`src/rtl/cpu_types_pkg.sv`:
```
// Shared CPU types: word and ALU op types, the ID/EX field bundle and the halt FSM states.
// The stage latches and the register interface all import these.
package cpu_types_pkg;

    typedef logic [31:0] word_t;

    typedef enum logic [3:0] {
        ALU_SLL,
        ALU_SRL,
        ALU_ADD,
        ALU_SUB,
        ALU_AND,
        ALU_OR,
        ALU_XOR,
        ALU_NOR,
        ALU_SLT,
        ALU_SLTU
    } aluop_t;

    typedef enum logic {
        RUN,
        HALTED
    } halt_state_t;

    // A bubble must decode as a harmless op, so SLL of zero is used.
    localparam aluop_t BUBBLE_ALUOP = ALU_SLL;

    typedef struct packed {
        logic       regDst;
        logic       branch;
        logic       WEN;
        logic       aluSrc;
        logic       jmp;
        logic       jl;
        logic       jmpReg;
        logic       memToReg;
        logic       dREN;
        logic       dWEN;
        logic       lui;
        logic       bne;
        logic       zeroExt;
        logic       shiftSel;
        logic [1:0] aluCont;
        aluop_t     aluOp;
        logic       halt;
        word_t      instr;
        word_t      incPC;
        word_t      pc;
        word_t      rdat1;
        word_t      rdat2;
    } idex_t;

endpackage

```
`src/rtl/pipe_reg_if.sv`:
```
// Field set carried between decode and execute.
// The rd modport is the latch input side; the wr modport is the latch output side.
interface pipe_reg_if;
    import cpu_types_pkg::*;

    logic       regDst;
    logic       branch;
    logic       WEN;
    logic       aluSrc;
    logic       jmp;
    logic       jl;
    logic       jmpReg;
    logic       memToReg;
    logic       dREN;
    logic       dWEN;
    logic       lui;
    logic       bne;
    logic       zeroExt;
    logic       shiftSel;
    logic [1:0] aluCont;
    aluop_t     aluOp;
    logic       halt;
    word_t      instr;
    word_t      incPC;
    word_t      pc;
    word_t      rdat1;
    word_t      rdat2;

    modport rd (
        input regDst, branch, WEN, aluSrc, jmp, jl, jmpReg, memToReg,
              dREN, dWEN, lui, bne, zeroExt, shiftSel, aluCont, aluOp,
              halt, instr, incPC, pc, rdat1, rdat2
    );

    modport wr (
        output regDst, branch, WEN, aluSrc, jmp, jl, jmpReg, memToReg,
               dREN, dWEN, lui, bne, zeroExt, shiftSel, aluCont, aluOp,
               halt, instr, incPC, pc, rdat1, rdat2
    );

endinterface

```
`src/rtl/pipe_bubble.sv`:
```
// Produces the zeroed ID/EX field set used for flushes, reset and halted drain.
module pipe_bubble
    import cpu_types_pkg::*;
(
    output idex_t bubble
);

    always_comb begin
        bubble       = '0;
        bubble.aluOp = BUBBLE_ALUOP;
    end

endmodule

```
`src/rtl/pipe_latch_idex.sv`:
```
// ID/EX pipeline latch with flush, stall, dhit request clearing and a sticky halt FSM.
// The same structure serves if_id, ex_mem and mem_wb with a different field bundle.
module pipe_latch_idex
    import cpu_types_pkg::*;
(
    input  logic       CLK,
    input  logic       nRST,
    pipe_reg_if.rd     prin,
    pipe_reg_if.wr     prout,
    input  logic       ihit,
    input  logic       dhit,
    input  logic       stall,
    input  logic       flush,
    output logic       halted
);

    idex_t       in_fields;
    idex_t       latched;
    idex_t       next_fields;
    idex_t       bubble;
    halt_state_t state;
    halt_state_t next_state;
    logic        adv;

    pipe_bubble u_bubble (
        .bubble (bubble)
    );

    assign adv = ihit & ~stall;

    always_comb begin
        in_fields.regDst   = prin.regDst;
        in_fields.branch   = prin.branch;
        in_fields.WEN      = prin.WEN;
        in_fields.aluSrc   = prin.aluSrc;
        in_fields.jmp      = prin.jmp;
        in_fields.jl       = prin.jl;
        in_fields.jmpReg   = prin.jmpReg;
        in_fields.memToReg = prin.memToReg;
        in_fields.dREN     = prin.dREN;
        in_fields.dWEN     = prin.dWEN;
        in_fields.lui      = prin.lui;
        in_fields.bne      = prin.bne;
        in_fields.zeroExt  = prin.zeroExt;
        in_fields.shiftSel = prin.shiftSel;
        in_fields.aluCont  = prin.aluCont;
        in_fields.aluOp    = prin.aluOp;
        in_fields.halt     = prin.halt;
        in_fields.instr    = prin.instr;
        in_fields.incPC    = prin.incPC;
        in_fields.pc       = prin.pc;
        in_fields.rdat1    = prin.rdat1;
        in_fields.rdat2    = prin.rdat2;
    end

    // A flushed entry never enters HALTED, but an existing halt survives the flush.
    always_comb begin
        next_fields = latched;
        next_state  = state;
        if (flush && adv) begin
            next_fields      = bubble;
            next_fields.halt = (state == HALTED);
        end else if (adv) begin
            if (state == HALTED) begin
                next_fields      = bubble;
                next_fields.halt = 1'b1;
            end else begin
                next_fields = in_fields;
                if (in_fields.halt) begin
                    next_state = HALTED;
                end
            end
        end else if (dhit) begin
            next_fields.dREN = 1'b0;
            next_fields.dWEN = 1'b0;
        end
    end

    always_ff @(posedge CLK or negedge nRST) begin
        if (!nRST) begin
            latched <= bubble;
            state   <= RUN;
        end else begin
            latched <= next_fields;
            state   <= next_state;
        end
    end

    assign halted = (state == HALTED);

    assign prout.regDst   = latched.regDst;
    assign prout.branch   = latched.branch;
    assign prout.WEN      = latched.WEN;
    assign prout.aluSrc   = latched.aluSrc;
    assign prout.jmp      = latched.jmp;
    assign prout.jl       = latched.jl;
    assign prout.jmpReg   = latched.jmpReg;
    assign prout.memToReg = latched.memToReg;
    assign prout.dREN     = latched.dREN;
    assign prout.dWEN     = latched.dWEN;
    assign prout.lui      = latched.lui;
    assign prout.bne      = latched.bne;
    assign prout.zeroExt  = latched.zeroExt;
    assign prout.shiftSel = latched.shiftSel;
    assign prout.aluCont  = latched.aluCont;
    assign prout.aluOp    = latched.aluOp;
    assign prout.halt     = latched.halt;
    assign prout.instr    = latched.instr;
    assign prout.incPC    = latched.incPC;
    assign prout.pc       = latched.pc;
    assign prout.rdat1    = latched.rdat1;
    assign prout.rdat2    = latched.rdat2;

endmodule

```
`src/flat_wrapper.sv`:
```
// flat-port wrapper written by rule: the top's interface ports become plain ports
module pipe_latch_idex_flat import cpu_types_pkg::*;
  (CLK, nRST, ihit, dhit, stall, flush, halted, prin_regDst, prin_branch, prin_WEN, prin_aluSrc, prin_jmp, prin_jl, prin_jmpReg, prin_memToReg, prin_dREN, prin_dWEN, prin_lui, prin_bne, prin_zeroExt, prin_shiftSel, prin_aluCont, prin_aluOp, prin_halt, prin_instr, prin_incPC, prin_pc, prin_rdat1, prin_rdat2, prout_regDst, prout_branch, prout_WEN, prout_aluSrc, prout_jmp, prout_jl, prout_jmpReg, prout_memToReg, prout_dREN, prout_dWEN, prout_lui, prout_bne, prout_zeroExt, prout_shiftSel, prout_aluCont, prout_aluOp, prout_halt, prout_instr, prout_incPC, prout_pc, prout_rdat1, prout_rdat2);
  pipe_reg_if prin_i ();
  pipe_reg_if prout_i ();
  input  logic CLK;
  input  logic nRST;
  input  logic ihit;
  input  logic dhit;
  input  logic stall;
  input  logic flush;
  output logic halted;
  input wire logic [$bits(prin_i.regDst)-1:0] prin_regDst;
  input wire logic [$bits(prin_i.branch)-1:0] prin_branch;
  input wire logic [$bits(prin_i.WEN)-1:0] prin_WEN;
  input wire logic [$bits(prin_i.aluSrc)-1:0] prin_aluSrc;
  input wire logic [$bits(prin_i.jmp)-1:0] prin_jmp;
  input wire logic [$bits(prin_i.jl)-1:0] prin_jl;
  input wire logic [$bits(prin_i.jmpReg)-1:0] prin_jmpReg;
  input wire logic [$bits(prin_i.memToReg)-1:0] prin_memToReg;
  input wire logic [$bits(prin_i.dREN)-1:0] prin_dREN;
  input wire logic [$bits(prin_i.dWEN)-1:0] prin_dWEN;
  input wire logic [$bits(prin_i.lui)-1:0] prin_lui;
  input wire logic [$bits(prin_i.bne)-1:0] prin_bne;
  input wire logic [$bits(prin_i.zeroExt)-1:0] prin_zeroExt;
  input wire logic [$bits(prin_i.shiftSel)-1:0] prin_shiftSel;
  input wire logic [$bits(prin_i.aluCont)-1:0] prin_aluCont;
  input wire logic [$bits(prin_i.aluOp)-1:0] prin_aluOp;
  input wire logic [$bits(prin_i.halt)-1:0] prin_halt;
  input wire logic [$bits(prin_i.instr)-1:0] prin_instr;
  input wire logic [$bits(prin_i.incPC)-1:0] prin_incPC;
  input wire logic [$bits(prin_i.pc)-1:0] prin_pc;
  input wire logic [$bits(prin_i.rdat1)-1:0] prin_rdat1;
  input wire logic [$bits(prin_i.rdat2)-1:0] prin_rdat2;
  output wire logic [$bits(prout_i.regDst)-1:0] prout_regDst;
  output wire logic [$bits(prout_i.branch)-1:0] prout_branch;
  output wire logic [$bits(prout_i.WEN)-1:0] prout_WEN;
  output wire logic [$bits(prout_i.aluSrc)-1:0] prout_aluSrc;
  output wire logic [$bits(prout_i.jmp)-1:0] prout_jmp;
  output wire logic [$bits(prout_i.jl)-1:0] prout_jl;
  output wire logic [$bits(prout_i.jmpReg)-1:0] prout_jmpReg;
  output wire logic [$bits(prout_i.memToReg)-1:0] prout_memToReg;
  output wire logic [$bits(prout_i.dREN)-1:0] prout_dREN;
  output wire logic [$bits(prout_i.dWEN)-1:0] prout_dWEN;
  output wire logic [$bits(prout_i.lui)-1:0] prout_lui;
  output wire logic [$bits(prout_i.bne)-1:0] prout_bne;
  output wire logic [$bits(prout_i.zeroExt)-1:0] prout_zeroExt;
  output wire logic [$bits(prout_i.shiftSel)-1:0] prout_shiftSel;
  output wire logic [$bits(prout_i.aluCont)-1:0] prout_aluCont;
  output wire logic [$bits(prout_i.aluOp)-1:0] prout_aluOp;
  output wire logic [$bits(prout_i.halt)-1:0] prout_halt;
  output wire logic [$bits(prout_i.instr)-1:0] prout_instr;
  output wire logic [$bits(prout_i.incPC)-1:0] prout_incPC;
  output wire logic [$bits(prout_i.pc)-1:0] prout_pc;
  output wire logic [$bits(prout_i.rdat1)-1:0] prout_rdat1;
  output wire logic [$bits(prout_i.rdat2)-1:0] prout_rdat2;
  assign prin_i.regDst = prin_regDst;
  assign prin_i.branch = prin_branch;
  assign prin_i.WEN = prin_WEN;
  assign prin_i.aluSrc = prin_aluSrc;
  assign prin_i.jmp = prin_jmp;
  assign prin_i.jl = prin_jl;
  assign prin_i.jmpReg = prin_jmpReg;
  assign prin_i.memToReg = prin_memToReg;
  assign prin_i.dREN = prin_dREN;
  assign prin_i.dWEN = prin_dWEN;
  assign prin_i.lui = prin_lui;
  assign prin_i.bne = prin_bne;
  assign prin_i.zeroExt = prin_zeroExt;
  assign prin_i.shiftSel = prin_shiftSel;
  assign prin_i.aluCont = prin_aluCont;
  assign prin_i.aluOp = prin_aluOp;
  assign prin_i.halt = prin_halt;
  assign prin_i.instr = prin_instr;
  assign prin_i.incPC = prin_incPC;
  assign prin_i.pc = prin_pc;
  assign prin_i.rdat1 = prin_rdat1;
  assign prin_i.rdat2 = prin_rdat2;
  assign prout_regDst = prout_i.regDst;
  assign prout_branch = prout_i.branch;
  assign prout_WEN = prout_i.WEN;
  assign prout_aluSrc = prout_i.aluSrc;
  assign prout_jmp = prout_i.jmp;
  assign prout_jl = prout_i.jl;
  assign prout_jmpReg = prout_i.jmpReg;
  assign prout_memToReg = prout_i.memToReg;
  assign prout_dREN = prout_i.dREN;
  assign prout_dWEN = prout_i.dWEN;
  assign prout_lui = prout_i.lui;
  assign prout_bne = prout_i.bne;
  assign prout_zeroExt = prout_i.zeroExt;
  assign prout_shiftSel = prout_i.shiftSel;
  assign prout_aluCont = prout_i.aluCont;
  assign prout_aluOp = prout_i.aluOp;
  assign prout_halt = prout_i.halt;
  assign prout_instr = prout_i.instr;
  assign prout_incPC = prout_i.incPC;
  assign prout_pc = prout_i.pc;
  assign prout_rdat1 = prout_i.rdat1;
  assign prout_rdat2 = prout_i.rdat2;
  pipe_latch_idex u_core (.CLK(CLK), .nRST(nRST), .prin(prin_i), .prout(prout_i), .ihit(ihit), .dhit(dhit), .stall(stall), .flush(flush), .halted(halted));
endmodule
```
`config.mk`:
```
export PLATFORM = sky130hd
export DESIGN_NAME = pipe_latch_idex_flat
export DESIGN_NICKNAME = d
export VERILOG_FILES = /design/src/rtl/cpu_types_pkg.sv /design/src/rtl/pipe_reg_if.sv /design/src/rtl/pipe_bubble.sv /design/src/rtl/pipe_latch_idex.sv /design/src/flat_wrapper.sv
export SDC_FILE = /design/constraint.sdc
export NUM_CORES = 1
export LEC_CHECK = 0
export CELL_PAD_IN_SITES_DETAIL_PLACEMENT = 1
export CELL_PAD_IN_SITES_GLOBAL_PLACEMENT = 1
export CORE_MARGIN = 2
export CORE_UTILIZATION = 28
export DETAILED_ROUTE_END_ITERATION = 6
export PLACE_DENSITY_LB_ADDON = 0.1
export SYNTH_ARGS = -nofsm -noshare
export SYNTH_HDL_FRONTEND = slang
export SYNTH_SLANG_ARGS = --single-unit
```
`constraint.sdc`:
```
create_clock -name CLK -period 1.7 [get_ports CLK]
set_input_delay 0.17 -clock CLK [delete_from_list [all_inputs] [get_ports CLK]]
set_output_delay 0.17 -clock CLK [all_outputs]
set_load 0.05 [all_outputs]
```
==> results of run 1 <==
[power groups by stage]
stage	registers, mW	logic [mW]	clock network (mW)
2_1_floorplan	4.97	0.163	0
4_1_cts	4.50	1.38	4.58
3_3_place_gp	4.58	1.39	0
3_5_place_dp	4.59	1.42	0
5_1_grt	4.52	1.44	4.75
6_report	4.50	1.36	4.45
[path summary, 6_finish.rpt]
| path | start | end | slack (ns) | cells past startpoint |
|---|---|---|---|---|
| min reg2reg | u_core.prout.halt | u_core.prout.halt | 0.49 | 2 |
| max reg2reg | u_core.halted | u_core.prout.rdat1[19] | 0.32 | 4 |
| max in group asynchronous | nRST | u_core.prout.pc[18] | 0.79 | 3 |
| min in group CLK | prin_incPC[25] | u_core.prout.incPC[25] | 0.34 | 2 |
| max | u_core.prout.pc[27] | prout_pc[27] | 0.18 | 1 |
| min | nRST | u_core.prout.rdat1[23] | 0.29 | 2 |
[worst reg2reg max path, stage by stage, from the launching register on]
cell and delay, ns:
sky130_fd_sc_hd__dfrtp_1 0.44, sky130_fd_sc_hd__nor3_4 0.31, sky130_fd_sc_hd__buf_12 0.22, sky130_fd_sc_hd__buf_12 0.20
sky130_fd_sc_hd__a22o_1 0.15
[flip-flops by register name (all words and copies together) (netlist names), 2 cells and up]
signal                flops
u_core.prout.aluOp        4
u_core.prout.incPC       32
u_core.prout.pc          32
u_core.prout.rdat1       32
u_core.prout.aluCont      2
u_core.prout.instr       32
u_core.prout.rdat2       32
[timing repair]
item                                   4_1_cts  5_1_grt
gates resized for setup                    103        0
hold buffers                                 1        0
setup buffers                                0        0
setup endpoints to repair                  103        0
endpoints found under the hold margin       40        0
[Yosys cell counts]
master	count
sky130_fd_sc_hd__a21o_1	1
sky130_fd_sc_hd__a22o_1	180
sky130_fd_sc_hd__buf_2	12
sky130_fd_sc_hd__buf_4	2
sky130_fd_sc_hd__clkbuf_1	25
sky130_fd_sc_hd__dfrtp_1	182
sky130_fd_sc_hd__nand2_1	2
sky130_fd_sc_hd__nand2b_1	1
sky130_fd_sc_hd__nor2_1	1
sky130_fd_sc_hd__nor2b_1	2
sky130_fd_sc_hd__nor3_4	1
sky130_fd_sc_hd__o21ai_0	1
[metal layers]
layer	part of all wire (%)	vias up	GRT usage, %
met5	0	-	0
met1	40	2665	22.7
met2	51	229	33.6
met3	6.3	42	5.49
li1	-	2313	-
met4	3.3	0	8.64
[per-stage QoR]
stage,hold WS [ns],area (um^2),setup slack (ns),power [mW]
2_1_floorplan,-0.126,6360,0.217,5.13
3_3_place_gp,0.182,10400,0.0579,5.98
3_5_place_dp,0.188,10400,0.0183,6.00
4_1_cts,0.287,10900,0.146,10.5
5_1_grt,0.322,10900,0.117,10.7
6_report,0.289,10900,0.183,10.3
[kinds of logic after synthesis]
group,count (synthesis),synth area share (%)
AO/OA/AOI/OAI,182,25.0
AND/OR/NAND/NOR,7,0.728
flip-flops,182,71.6
buffers and inverters,39,2.66
[layout make-up]
cell class | count | area [um^2]
clock inverter | 12 | 213
antenna | 1 | 2.50
fill | 2285 | 11500
multi-input combinational | 189 | 1640
tap | 285 | 357
sequential | 182 | 4550
timing repair buffer | 390 | 3710
clock buffer | 19 | 443
[layout by cell type, fill, tap and decap left out, types with 2 or more instances in the layout]
cell type and count:
sky130_fd_sc_hd__a22o_1 180, sky130_fd_sc_hd__inv_6 4, sky130_fd_sc_hd__nor2b_1 2, sky130_fd_sc_hd__nand2_1 2, sky130_fd_sc_hd__buf_4 85, sky130_fd_sc_hd__clkdlybuf4s50_1 185, sky130_fd_sc_hd__bufinv_16 5, sky130_fd_sc_hd__buf_12 15
sky130_fd_sc_hd__dlygate4sd2_1 103, sky130_fd_sc_hd__clkbuf_16 17, sky130_fd_sc_hd__dfrtp_1 182
==> results.env, run 1 <==
TRACK_USAGE_PCT=19.5
NUM_VIAS=5249
TIMING.HOLD.WORST.CLASS='in -> async'
SLEW_AT_THE_PIN_CLOSEST_TO_ITS_MAX_SLEW_LIMIT_NS=0.558
POSTROUTEWIRELENGTH_MM=23.2
CRITPATHCAPTURETYPE='output pin'
GRT_PASS1_WL_MM=35.6
SLEW_VIOLATIONS=0
YS_TYPES=12
SETUP-TNS-FINAL_NS=0
CRITPATHREQUIREDTIME_NS=1.53
IR_DROP_mV=0.515
CRITICAL_PATH_PEAK_FANOUT=2
GLOBALPLACE.CONGESTION=0.794
SEQ_POWER_SHARE_PCT=43.7
PERIOD_MINUS_SLACK_NS=1.52
HOLD_VIOL_FINAL=0
CLOCK_LATENCY_OF_THE_LATER_CLOCKED_REGISTER_IN_THE_WORST_SKEW_PAIR_NS=0.43
DRIVE_GT1_SHARE_PCT=16.8
SWITCHING_SHARE_PCT=25.0
CP_CELL_SEQUENCE='dlygate4sd2_1'
DRT-PASS1-ITER-COUNT=4
SYNTH_NETS=597
CTSHTREEMAXLEVEL=4
CLOCK_SKEW_NS=0.00863
CLOCK_SHARE_OF_POWER_PCT=43.1
PLACEABLECOREAREA_UM2=22400
STATIC-LEAKAGE-POWER_nW=5.64
DIEHEIGHT_UM=155
SYNTHESIZED_AREA_UM2=6360
YS_FF_LATCH=182
GRT_ANTENNA_BEFORE_REPAIR=1
CP_ARRIVAL_NS=1.35
WORSTSETUPPATHTYPE='reg -> out'
NET-SWITCHING-POWER_mW=2.58
MAX_CAP_VIOL_COUNT=0
FIRST_ITER_VIOLATIONS=195
STARTPOINT_TYPE='register'
CLK_PIN_SLEW_NS=0.07
GRT-OVFL-TOTAL=0
SYNTH_AREA_LEADER_CELL='sky130_fd_sc_hd__dfrtp_1'
DRT_DRC_VIOLATIONS_LEFT=0
CLOCKROOTBUFFER='sky130_fd_sc_hd__clkbuf_16'
GRT_MAX_DEGREE=60
AREA_OF_THE_DIE_UM2=23900
CPMAXSTAGEDELAYCELL='sky130_fd_sc_hd__dlygate4sd2_1'
INITIAL_CORE_UTIL_PCT=28.3
FINAL_CORE_UTILIZATION_PCT=48.7
CLOCKBUFFERDEPTH=2
SYNTH_TOP_CELL_AREA_SHARE_PCT=71.6
WORST-PATH-BUF-INV=1
CLOCK_SINKS=182
CTS_TREE='done'
POWER_REPORT.INTERNAL_TOTAL_mW=7.73
FLOW.AREA_GROWTH_FROM_SYNTHESIS_PCT=71.8
PWR_DENSITY_CELL_nW_PER_UM2=944
FINAL_NET_COUNT=967
RUN_STATUS='finished clean'
TRITONCTS.NUM_BUFFERS=17
DETAIL_ROUTE.WL_PER_CELL_UM=21.5
STDCELL_COUNT=1078
YOSYS_WARNINGS=0
PORTBUFFERS=368
FMAX_MHz=659
NUMPLACEDINSTANCES=1045
TIMING.FINAL.CRIT_SHARE_PCT=89.3
STD_CELL_ROWS=55
ANTENNA_VIOLATING_NETS_POST_ROUTE=0
WORST_SLEW_MARGIN_REL_PCT=62.8
SLOWEST_DELAY_NS=0.55
VIAS_PER_CELL=4.87
SHARE_OF_TOTAL_POWER_IN_COMBINATIONAL_LOGIC_PCT=13.2
DIE_WIDTH_UM=155
CRITICAL-PATH-TOP-DELAY-FAMILY='buffers and inverters'
SYNTHCELLS=410
SETUP_VIOL=0
IOPINCOUNT=369
SYNTH.TOP_CELLS.BY_AREA='sky130_fd_sc_hd__dfrtp_1, sky130_fd_sc_hd__a22o_1, sky130_fd_sc_hd__clkbuf_1'
SETUP_REPAIR_AFTER_GLOBAL_ROUTING_MISSED_ITS_MARGIN='no'
DP_HPWL_MM=17.2
GRT_PASS1_VIAS=6100
SYN-MEAN-INSTANCE-AREA_UM2=15.5
YOSYSSEQAREASHARE_PCT=71.6
Note: power is estimated with default switching activity, not from simulation.
==> run 2: changes to the inputs <==
- ABC_AREA: not set -> 1
- ABC_CLOCK_PERIOD_IN_PS: not set -> 1700
==> results.env, run 2 <==
YS_TYPES=12  # unchanged
DRT-PASS1-ITER-COUNT=4  # unchanged
SYNTH_EDF_COUNT=0  # unchanged
LAYOUT_COMMON_CELLS='sky130_fd_sc_hd__nand2_1, sky130_fd_sc_hd__clkdlybuf4s50_1, sky130_fd_sc_hd__nand3_1'  # was sky130_fd_sc_hd__clkdlybuf4s50_1, sky130_fd_sc_hd__dfrtp_1, sky130_fd_sc_hd__a22o_1
SYNTH_COMMONEST_CELLS='sky130_fd_sc_hd__nand2_1, sky130_fd_sc_hd__nand3_1, sky130_fd_sc_hd__inv_1'  # was sky130_fd_sc_hd__dfrtp_1, sky130_fd_sc_hd__a22o_1, sky130_fd_sc_hd__clkbuf_1
CRITPATHREQUIREDTIME_NS=1.53  # about the same
INITIAL_CORE_UTIL_PCT=28.2  # was 28.3%
AREA_OF_THE_DIE_UM2=32000  # was 23,900 um^2
DOMINANTREGCELLSYNTH='sky130_fd_sc_hd__dfrtp_1'  # unchanged
SLEW_VIOLATIONS=0  # unchanged
SYN-MEAN-INSTANCE-AREA_UM2=7.30  # was 15.5 um^2
NUM_VIAS=8524  # was 5,249
PRECTSSETUPSLACK_NS=0.130  # was 0.0183 ns
CLOCK_SINKS=182  # unchanged
CLOCKROOTBUFFER='sky130_fd_sc_hd__clkbuf_16'  # unchanged
STD_CELL_ROWS=64  # was 55
DETAIL_ROUTE.WL_PER_CELL_UM=16.4  # was 21.5 um
PWR_DENSITY_CELL_nW_PER_UM2=716  # was 944 nW/um^2
SEQ_POWER_SHARE_PCT=45.6  # was 43.7%
CLK_PIN_SLEW_NS=0.07  # about the same
ASYNC_RESET_FF_SHARE_PCT=100  # unchanged
PORTBUFFERS=368  # unchanged
YS_FF_LATCH=182  # unchanged
GRT_ANTENNA_BEFORE_REPAIR=0  # was 1
GLOBALPLACE.CONGESTION=0.737  # was 0.794
POSTROUTEWIRELENGTH_MM=31.5  # was 23.2 mm
CLOCK_SHARE_OF_POWER_PCT=43.8  # was 43.1%
YOSYS_WARNINGS=0  # unchanged
CLOCK_SKEW_NS=0.0111  # was 0.00863 ns
CRITPATHCAPTURETYPE='output pin'  # unchanged
PLACEABLECOREAREA_UM2=30300  # was 22,400 um^2
CTSHTREEMAXLEVEL=4  # unchanged
RUN_STATUS='finished clean'  # unchanged
POWER_REPORT.INTERNAL_TOTAL_mW=7.13  # was 7.73 mW
CP_ARRIVAL_NS=1.39  # was 1.35 ns
PERIOD_MINUS_SLACK_NS=1.56  # was 1.52 ns
DRT_DRC_VIOLATIONS_LEFT=0  # unchanged
STARTPOINT_TYPE='register'  # unchanged
YOSYSSEQAREASHARE_PCT=53.2  # was 71.6%
ANTENNA_VIOLATING_NETS_POST_ROUTE=0  # unchanged
SYNTHESIZED_AREA_UM2=8560  # was 6360 um^2
CTS_TREE='done'  # unchanged
DRIVE_GT1_SHARE_PCT=11.3  # was 16.8%
CRITICAL_PATH_PEAK_FANOUT=56  # was 2
CLOCK_LATENCY_OF_THE_LATER_CLOCKED_REGISTER_IN_THE_WORST_SKEW_PAIR_NS=0.44  # was 0.43 ns
N_ANTENNA_CELL=0  # was 1
FIRST_ITER_VIOLATIONS=298  # was 195
WORST_SLEW_MARGIN_REL_PCT=65.8  # was 62.8%
SYNTH.MOST_COMMON_CELL='sky130_fd_sc_hd__nand2_1'  # was sky130_fd_sc_hd__dfrtp_1
STATIC-LEAKAGE-POWER_nW=7.84  # was 5.64 nW
SETUP-TNS-FINAL_NS=0  # unchanged
GRT-OVFL-TOTAL=0  # unchanged
MOSTFREQUENTLAYOUTCELL='sky130_fd_sc_hd__nand2_1'  # was sky130_fd_sc_hd__clkdlybuf4s50_1
NET-SWITCHING-POWER_mW=2.37  # was 2.58 mW
SWITCHING_SHARE_PCT=24.9  # was 25.0%
SYNTH_AREA_LEADER_CELL='sky130_fd_sc_hd__dfrtp_1'  # unchanged
MAX_CAP_VIOL_COUNT=0  # unchanged
SYNTH.TOP_CELLS.BY_AREA='sky130_fd_sc_hd__dfrtp_1, sky130_fd_sc_hd__nand2_1, sky130_fd_sc_hd__nand3_1'  # was sky130_fd_sc_hd__dfrtp_1, sky130_fd_sc_hd__a22o_1, sky130_fd_sc_hd__clkbuf_1
TRACK_USAGE_PCT=19.6  # was 19.5%
DP_HPWL_MM=22.0  # was 17.2 mm
FLOW.AREA_GROWTH_FROM_SYNTHESIS_PCT=54.9  # was 71.8%
SETUP_REPAIR_AFTER_GLOBAL_ROUTING_MISSED_ITS_MARGIN='no'  # unchanged
POSTLAYOUTSETUPSLACKWORST_NS=0.137  # was 0.183 ns
GRT_MAX_DEGREE=73  # was 60
SLEW_AT_THE_PIN_CLOSEST_TO_ITS_MAX_SLEW_LIMIT_NS=0.516  # was 0.558 ns
HOLD_VIOL_FINAL=0  # unchanged
VIAS_PER_CELL=4.42  # was 4.87
DIE_WIDTH_UM=179  # was 155 um
CLOCKBUFFERDEPTH=2  # unchanged
TIMING.FINAL.CRIT_SHARE_PCT=91.9  # was 89.3%
SYNTH_NETS=1360  # was 597
FINALPOWER_mW=9.50  # was 10.3 mW
GRT_PASS1_WL_MM=48.6  # was 35.6 mm
DIEHEIGHT_UM=179  # was 155 um
TRITONCTS.NUM_BUFFERS=17  # unchanged
GRT_PASS1_VIAS=8604  # was 6,100
FMAX_MHz=640  # was 659 MHz
WORST-R2R-CELL-COUNT=4  # unchanged
SYNTH_TOP_CELL_AREA_SHARE_PCT=53.2  # was 71.6%
IOPINCOUNT=369  # unchanged
SHARE_OF_TOTAL_POWER_IN_COMBINATIONAL_LOGIC_PCT=10.6  # was 13.2%
SETUP_VIOL=0  # unchanged
IR_DROP_mV=0.552  # was 0.515 mV
FINAL_NET_COUNT=1705  # was 967
WORSTSETUPPATHTYPE='reg -> out'  # unchanged
SYNTHCELLS=1173  # was 410
TIMING.HOLD.WORST.CLASS='in -> async'  # unchanged
-- run 2: final cells by class --
cell class | instances | area (um^2)
Clock buffer | 19 | 453
Multi-Input combinational cell | 728 | 2990
Timing Repair Buffer | 403 | 3930
Clock inverter | 13 | 145
Fill cell | 3739 | 17100
Inverter | 186 | 703
Sequential cell | 182 | 4560
Tap cell | 396 | 495
-- run 2: routing by layer --
metal	vias to the layer above	share of wire [%]	wire length, um	GRT usage, %
met5	-	0	0	0
met2	251	45	14100	30.5
met4	0	1.8	569	5.59
met3	33	9.1	2870	7.40
met1	4076	44	14000	25.5
li1	4164	-	-	-
-- run 2: cell families (layout without fill, tap and decap cells) --
family	after synthesis	in the layout	share of synthesized area (%)
simple gates	728	728	34.7
buf+inv	263	621	12.1
flops	182	182	53.2
-- run 2: per-stage QoR --
step / utilization [%] / cell area, um^2 / hold WS (ns) / std cells
2_1_floorplan: - / 8560 / -0.126 / 1173
3_3_place_gp: 42.0 / 12800 / 0.0747 / 1894
3_5_place_dp: 42.0 / 12800 / 0.0735 / 1894
4_1_cts: 43.7 / 13300 / 0.161 / 1927
5_1_grt: 43.7 / 13300 / 0.172 / 1927
6_report: 43.7 / 13300 / 0.177 / 1927
-- run 2: repair_timing --
action	4_1_cts	5_1_grt
hold endpoints to repair	182	0
resized for setup	82	0
hold buffers	1	0
buffers inserted	0	0
setup endpoints to repair	82	0
-- run 2: power by group through the flow --
stage	Clock [mW]	Combinational (mW)	Sequential, mW
floorplan	0	0.269	4.41
global placement	0	1.02	4.41
detailed placement	0	1.02	4.41
CTS	4.31	1.03	4.32
global route	4.48	1.10	4.32
finish	4.16	1.01	4.33
-- run 2: critical path, stage by stage, from the launching register on --
cell and delay [ns]:
sky130_fd_sc_hd__dfrtp_4 0.47, sky130_fd_sc_hd__buf_12 0.27, sky130_fd_sc_hd__buf_12 0.18
-- run 2: final timing paths --
kind | from | endpoint | slack (ns)
max reg2reg | u_core.halted | u_core.prout.rdat2[16] | 0.48
min in group CLK | prin_rdat2[30] | u_core.prout.rdat2[30] | 0.34
max | u_core.halted | halted | 0.14
max in group asynchronous | nRST | u_core.prout.instr[17] | 0.87
min reg2reg | u_core.prout.instr[12] | u_core.prout.instr[12] | 0.48
min | nRST | u_core.prout.rdat1[29] | 0.18
